===== src/rtl/pipe_pkg.sv =====
// Shared types for the pipeline-stage register: occupancy states and level encoding.
package pipe_pkg;

  typedef enum logic [1:0] {
    EMPTY = 2'd0,
    ONE   = 2'd1,
    FULL  = 2'd2
  } pipe_state_e;

  localparam int LEVEL_W = 2;
  typedef logic [LEVEL_W-1:0] pipe_level_t;

  // State encoding doubles as the occupancy count.
  function automatic pipe_level_t state_level(input pipe_state_e s);
    return pipe_level_t'(s);
  endfunction

endpackage


===== src/rtl/pipe_slot.sv =====
// One valid+ctrl+data holding register; ctrl is zeroed whenever the slot empties,
// data keeps its last value except on reset.
module pipe_slot #(
  parameter int              DW       = 32,
  parameter int              CW       = 4,
  parameter logic [DW-1:0]   RST_DATA = '0
) (
  input  logic          clk,
  input  logic          rst,
  input  logic          i_load,
  input  logic          i_clear,
  input  logic [CW-1:0] i_ctrl,
  input  logic [DW-1:0] i_data,
  output logic          o_valid,
  output logic [CW-1:0] o_ctrl,
  output logic [DW-1:0] o_data
);

  logic          r_valid;
  logic [CW-1:0] r_ctrl;
  logic [DW-1:0] r_data;

  always_ff @(posedge clk or posedge rst) begin
    if (rst) begin
      r_valid <= 1'b0;
      r_ctrl  <= '0;
      r_data  <= RST_DATA;
    end else if (i_clear) begin
      r_valid <= 1'b0;
      r_ctrl  <= '0;
    end else if (i_load) begin
      r_valid <= 1'b1;
      r_ctrl  <= i_ctrl;
      r_data  <= i_data;
    end
  end

  assign o_valid = r_valid;
  assign o_ctrl  = r_ctrl;
  assign o_data  = r_data;

endmodule


===== src/rtl/pipe_stage_reg.sv =====
// Pipeline-stage register with valid/ready handshake, optional two-entry skid buffer,
// synchronous flush and control-field gating for bubbles.
module pipe_stage_reg
  import pipe_pkg::*;
#(
  parameter int            DW       = 32,
  parameter int            CW       = 4,
  parameter logic [DW-1:0] RST_DATA = '0,
  parameter bit            SKID     = 1'b1
) (
  input  logic          CLK,
  input  logic          RESET,
  input  logic          FLUSH,
  input  logic          in_valid,
  output logic          in_ready,
  input  logic [CW-1:0] in_ctrl,
  input  logic [DW-1:0] in_data,
  output logic          out_valid,
  input  logic          out_ready,
  output logic [CW-1:0] out_ctrl,
  output logic [DW-1:0] out_data,
  output logic [1:0]    level
);

  logic          w_in_xfer;
  logic          w_out_xfer;
  logic          w_main_load;
  logic          w_main_clear;
  logic [CW-1:0] w_main_ctrl;
  logic [DW-1:0] w_main_data;

  assign w_in_xfer  = in_valid & in_ready;
  assign w_out_xfer = out_valid & out_ready;

  pipe_slot #(.DW(DW), .CW(CW), .RST_DATA(RST_DATA)) u_main (
    .clk     (CLK),
    .rst     (RESET),
    .i_load  (w_main_load),
    .i_clear (w_main_clear),
    .i_ctrl  (w_main_ctrl),
    .i_data  (w_main_data),
    .o_valid (out_valid),
    .o_ctrl  (out_ctrl),
    .o_data  (out_data)
  );

  generate
    if (SKID) begin : g_skid
      pipe_state_e   r_state;
      pipe_state_e   w_state_next;
      logic          r_in_ready;
      logic          w_skid_load;
      logic          w_skid_clear;
      logic          w_skid_valid;
      logic [CW-1:0] w_skid_ctrl;
      logic [DW-1:0] w_skid_data;

      pipe_slot #(.DW(DW), .CW(CW), .RST_DATA('0)) u_skid (
        .clk     (CLK),
        .rst     (RESET),
        .i_load  (w_skid_load),
        .i_clear (w_skid_clear),
        .i_ctrl  (in_ctrl),
        .i_data  (in_data),
        .o_valid (w_skid_valid),
        .o_ctrl  (w_skid_ctrl),
        .o_data  (w_skid_data)
      );

      // Main refills from the skid slot only when draining out of FULL.
      assign w_main_ctrl = w_skid_valid ? w_skid_ctrl : in_ctrl;
      assign w_main_data = w_skid_valid ? w_skid_data : in_data;

      always_comb begin
        w_state_next = r_state;
        w_main_load  = 1'b0;
        w_main_clear = 1'b0;
        w_skid_load  = 1'b0;
        w_skid_clear = 1'b0;
        if (FLUSH) begin
          w_state_next = EMPTY;
          w_main_clear = 1'b1;
          w_skid_clear = 1'b1;
        end else begin
          case (r_state)
            EMPTY: begin
              if (w_in_xfer) begin
                w_state_next = ONE;
                w_main_load  = 1'b1;
              end
            end
            ONE: begin
              if (w_in_xfer && w_out_xfer) begin
                w_main_load = 1'b1;
              end else if (w_in_xfer) begin
                w_state_next = FULL;
                w_skid_load  = 1'b1;
              end else if (w_out_xfer) begin
                w_state_next = EMPTY;
                w_main_clear = 1'b1;
              end
            end
            FULL: begin
              if (w_out_xfer) begin
                w_state_next = ONE;
                w_main_load  = 1'b1;
                w_skid_clear = 1'b1;
              end
            end
            default: w_state_next = EMPTY;
          endcase
        end
      end

      always_ff @(posedge CLK or posedge RESET) begin
        if (RESET) begin
          r_state    <= EMPTY;
          r_in_ready <= 1'b1;
        end else begin
          r_state    <= w_state_next;
          r_in_ready <= (w_state_next != FULL);
        end
      end

      assign in_ready = r_in_ready;
      assign level    = state_level(r_state);
    end else begin : g_single
      pipe_state_e r_state;

      // Downstream readiness passes straight through so a draining entry can be replaced.
      assign in_ready     = out_ready | ~out_valid;
      assign w_main_ctrl  = in_ctrl;
      assign w_main_data  = in_data;
      assign w_main_load  = w_in_xfer & ~FLUSH;
      assign w_main_clear = FLUSH | (w_out_xfer & ~w_in_xfer);

      always_ff @(posedge CLK or posedge RESET) begin
        if (RESET) begin
          r_state <= EMPTY;
        end else if (FLUSH) begin
          r_state <= EMPTY;
        end else if (w_in_xfer) begin
          r_state <= ONE;
        end else if (w_out_xfer) begin
          r_state <= EMPTY;
        end
      end

      assign level = state_level(r_state);
    end
  endgenerate

endmodule

===== config.mk =====
export PLATFORM = sky130hd
export DESIGN_NAME = pipe_stage_reg
export DESIGN_NICKNAME = d
export VERILOG_FILES = /design/src/rtl/pipe_pkg.sv /design/src/rtl/pipe_slot.sv /design/src/rtl/pipe_stage_reg.sv
export SDC_FILE = /design/constraint.sdc
export NUM_CORES = 1
export LEC_CHECK = 0
export ABC_CLOCK_PERIOD_IN_PS = 6100
export CAP_MARGIN = 20
export CORE_ASPECT_RATIO = 1.5
export CORE_MARGIN = 3
export CORE_UTILIZATION = 50
export CTS_BUF_LIST = sky130_fd_sc_hd__clkbuf_8
export DETAILED_ROUTE_END_ITERATION = 10
export GPL_TIMING_DRIVEN = 1
export HOLD_SLACK_MARGIN = 0.03
export PLACE_DENSITY_LB_ADDON = 0.15
export SYNTH_ARGS = -nofsm -noshare
export SYNTH_HDL_FRONTEND = slang
export SYNTH_SLANG_ARGS = --single-unit

===== constraint.sdc =====
create_clock -name CLK -period 6.1 [get_ports CLK]
set_input_delay 1.22 -clock CLK [delete_from_list [all_inputs] [get_ports CLK]]
set_output_delay 1.22 -clock CLK [all_outputs]
set_load 0.005 [all_outputs]

==> flow_metrics.env <==
export IMPL_status="complete, no violations"
export IMPL_gp_congestion=0.8249
export IMPL_hold_path_startpoint="g_skid.u_skid.o_data[24]"
export IMPL_met3_usage_pct=3.442
export IMPL_min_path_type="flop to flop"
export IMPL_die_x_um=74.08
export IMPL_clkPwrFrac_pct=26.0
export IMPL_hold_path_depth=1
export IMPL_setup_violations=0
export IMPL_track_usage_pct=18.82
export IMPL_seqPwrFrac_pct=48.0
export IMPL_r2r_end="u_main.o_data[29]"
export IMPL_diodes=0
export IMPL_layout_common_cells="mux2_2, clkdlybuf4s50_1, dfrtp_1, clkbuf_8, mux2_1"
export IMPL_dr_pass1_iters=4
export IMPL_clk_pin_slew_ns=0.08
export IMPL_end_kind="flop"
export IMPL_crit_chain="clkdlybuf4s50_1 > a21boi_1 > a211oi_4 > buf_4 > mux2_2"
export IMPL_worst_path_dominant_cell_family="buffers and inverters"
export IMPL_start_util_pct=52.49
export IMPL_p_total_mw=1.590
export IMPL_p_per_area_nw_per_um2=351.8
export IMPL_rsz0062_at_grt="false"
export IMPL_maxCapViolations=0
export IMPL_critPathKind="input pin to flop"
export IMPL_die_y_um=108.1
export IMPL_power_frac_comb_pct=26.1
export IMPL_worstHoldEndpoint="g_skid.u_skid.o_data[24]"
export IMPL_critical_path_max_fanout=23
export IMPL_syn2layout_area_growth_pct=30.06
export IMPL_avgViaCountPerCell=5.636
export IMPL_startpoint_type="input pin"
export IMPL_worstMarginPinSlew_ns=0.9684
export IMPL_synth_cell_types=29
export IMPL_worstPathRequired_ns=6.32
export IMPL_cts_htree_levels=3
export IMPL_layout_drive_gt1_share_pct=36.25
export IMPL_finalSetupTns_ns=0
export IMPL_synth_area_um2=3476
export IMPL_grt_max_degree=40
export IMPL_grt_pass1_vias=2367
export IMPL_swShare_pct=24.49
export IMPL_period_share_pct=54.87
export IMPL_port_buffers=80
export IMPL_internal_power_mw=1.201
export IMPL_peakVddDrop_uv=211.9
export IMPL_rrSetupSlack_ns=3.70
export IMPL_syn_avg_cell_area_um2=14.67
export IMPL_clkLatencyLatePin_ns=0.35
export IMPL_worst_path_buf_inv=2
export IMPL_cp_slowest_cell="a211oi_4"
export IMPL_globalRouteMet2Util_pct=31.03
export IMPL_drtIter0Drc=168
export IMPL_clockBufferDepth=2
export IMPL_dieArea_um2=8009
export IMPL_nets=358
export IMPL_cts_root_buf="clkbuf_8"
export IMPL_power_switching_mw=0.3895
export IMPL_syn_inst=237
export IMPL_cp_arrival_ns=3.57
export IMPL_cts_hold_buf=0
export IMPL_drt_total_wl_mm=6.857
export IMPL_drt_wirelength_per_cell_um=17.32
export IMPL_hold_viol_final=0
export IMPL_grtUsageMet1_pct=23.13
export IMPL_io_pins=81
export IMPL_fmax_mhz=298.8
export IMPL_vias=2232
export IMPL_final_antenna_net_count=0
export IMPL_ys_warn_count=0
export IMPL_reg2regPathDepth=4
export IMPL_grt_remaining_overflow=0
export IMPL_critPathMaxStageDelay_ns=0.65
export IMPL_grt_pass1_wl_mm=11.45
export IMPL_post_route_min_period_ns=3.347
export IMPL_fin_skew_ns=0.009873
export IMPL_syn_nets=278
export IMPL_leakage_nw=1.853
export IMPL_drc_errors=0
export IMPL_nFillCells=487
export IMPL_hpwl_mm=4.617
export IMPL_cts_tree="done"
export IMPL_slew_viol_final=0
export IMPL_seq_area_frac_synth_pct=55.47
export IMPL_cts_sinks=77
export IMPL_row_count=36
export IMPL_antenna_found_initial=0
export IMPL_core_um2=6621
export IMPL_postCtsSetupBuffers=0
export IMPL_cts_buffers=9
export IMPL_cts_resized=0
export IMPL_max_slew_margin_rel_pct=35.30
export IMPL_ys_ff_latch=77
export IMPL_layout_commonest_cell="mux2_2"
export IMPL_regToRegStartpoint="u_main.o_valid"
export IMPL_grt_busiest_layer="met2"
## worst max-delay path by stage
stage / from / end / slack (ns) / cells past startpoint
2_1_floorplan: RESET / g_skid.u_skid.o_ctrl[0] / 2.91 / 1
3_3_place_gp: out_ready / u_main.o_data[24] / 2.43 / 5
3_5_place_dp: out_ready / u_main.o_data[24] / 2.39 / 5
4_1_cts: out_ready / u_main.o_data[29] / 2.75 / 5
5_1_grt: out_ready / u_main.o_data[29] / 2.62 / 5
6_report: out_ready / u_main.o_data[29] / 2.75 / 5
## layout make-up
type / instances / area, um^2 / share of cell area, %
multi-input cells: 143 / 1449 / 32.05
repair buffers: 83 / 823.3 / 18.21
flip-flops and latches: 77 / 1929 / 42.68
clock inverters: 4 / 73.82 / 1.633
clock buffers: 10 / 137.6 / 3.045
inverters: 3 / 12.51 / 0.2768
well taps: 76 / 95.09 / 2.104
## logic make-up (layout without fill, tap and decap cells)
kind of cell / Yosys count / after routing / synth area share, %
muxes: 100 / 100 / 32.25
DFF: 77 / 77 / 55.47
AOI/OAI and AO/OA: 27 / 27 / 5.904
buffers and inverters: 17 / 100 / 2.844
and+or+nand+nor: 16 / 16 / 3.528
## flip-flops by register name, summed over array words and instances (netlist names)
signal / flops
u_main.o_valid: 1
in_ready: 1
u_main.o_data: 32
u_main.o_ctrl: 4
g_skid.u_skid.o_valid: 1
level: 2
g_skid.u_skid.o_data: 32
g_skid.u_skid.o_ctrl: 4
## stage by stage
step	utilization [%]	hold WS [ns]	area (um^2)	worst slack [ns]	std cells
3_3_place_gp	65.08	0.4629	4309	2.425	382
4_1_cts	68.27	0.4966	4521	2.749	396
2_1_floorplan	-	0.4522	3476	2.915	237
5_1_grt	68.27	0.5101	4521	2.619	396
3_5_place_dp	65.08	0.4789	4309	2.389	382
6_report	68.27	0.4915	4521	2.753	396
## power by group through the flow
| stage | clock network [mW] | logic (mW) | registers, mW |
|---|---|---|---|
| 6_report | 0.413 | 0.415 | 0.763 |
| 5_1_grt | 0.446 | 0.452 | 0.786 |
| 2_1_floorplan | 0 | 0.215 | 0.751 |
| 3_3_place_gp | 0 | 0.410 | 0.765 |
| 4_1_cts | 0.422 | 0.423 | 0.766 |
| 3_5_place_dp | 0 | 0.421 | 0.775 |
## per-layer routing
layer / share of wire (%) / vias up
met1: 42 / 1137
met2: 52 / 63
met3: 4.8 / 9
li1: - / 1023
met5: 0 / -
met4: 1.9 / 0
## synthesized netlist by cell type, drive strengths merged
cell type / number / area, um^2
a211o: 2 / 17.52
a2111oi: 4 / 35.03
nand3b: 1 / 20.02
a31o: 4 / 35.03
nor4: 1 / 21.27
a21o: 2 / 15.01
and2: 1 / 6.260
a211oi: 1 / 20.02
mux2i: 4 / 40.04
a31oi: 1 / 6.260
and3b: 1 / 8.760
clkbuf: 6 / 22.52
nor2: 1 / 3.750
inv: 3 / 11.26
a21bo: 1 / 10.01
a21boi: 1 / 7.510
nand2: 3 / 11.26
nand3: 6 / 30.03
dfrtp: 76 / 1902
a41oi: 1 / 8.760
mux2: 96 / 1081
a21oi: 6 / 30.03
nand4b: 1 / 15.01
o21ai: 4 / 20.02
dfstp: 1 / 26.28
nand2b: 1 / 6.260
buf: 8 / 65.06
No activity file was read; power rests on OpenSTA's default activity.
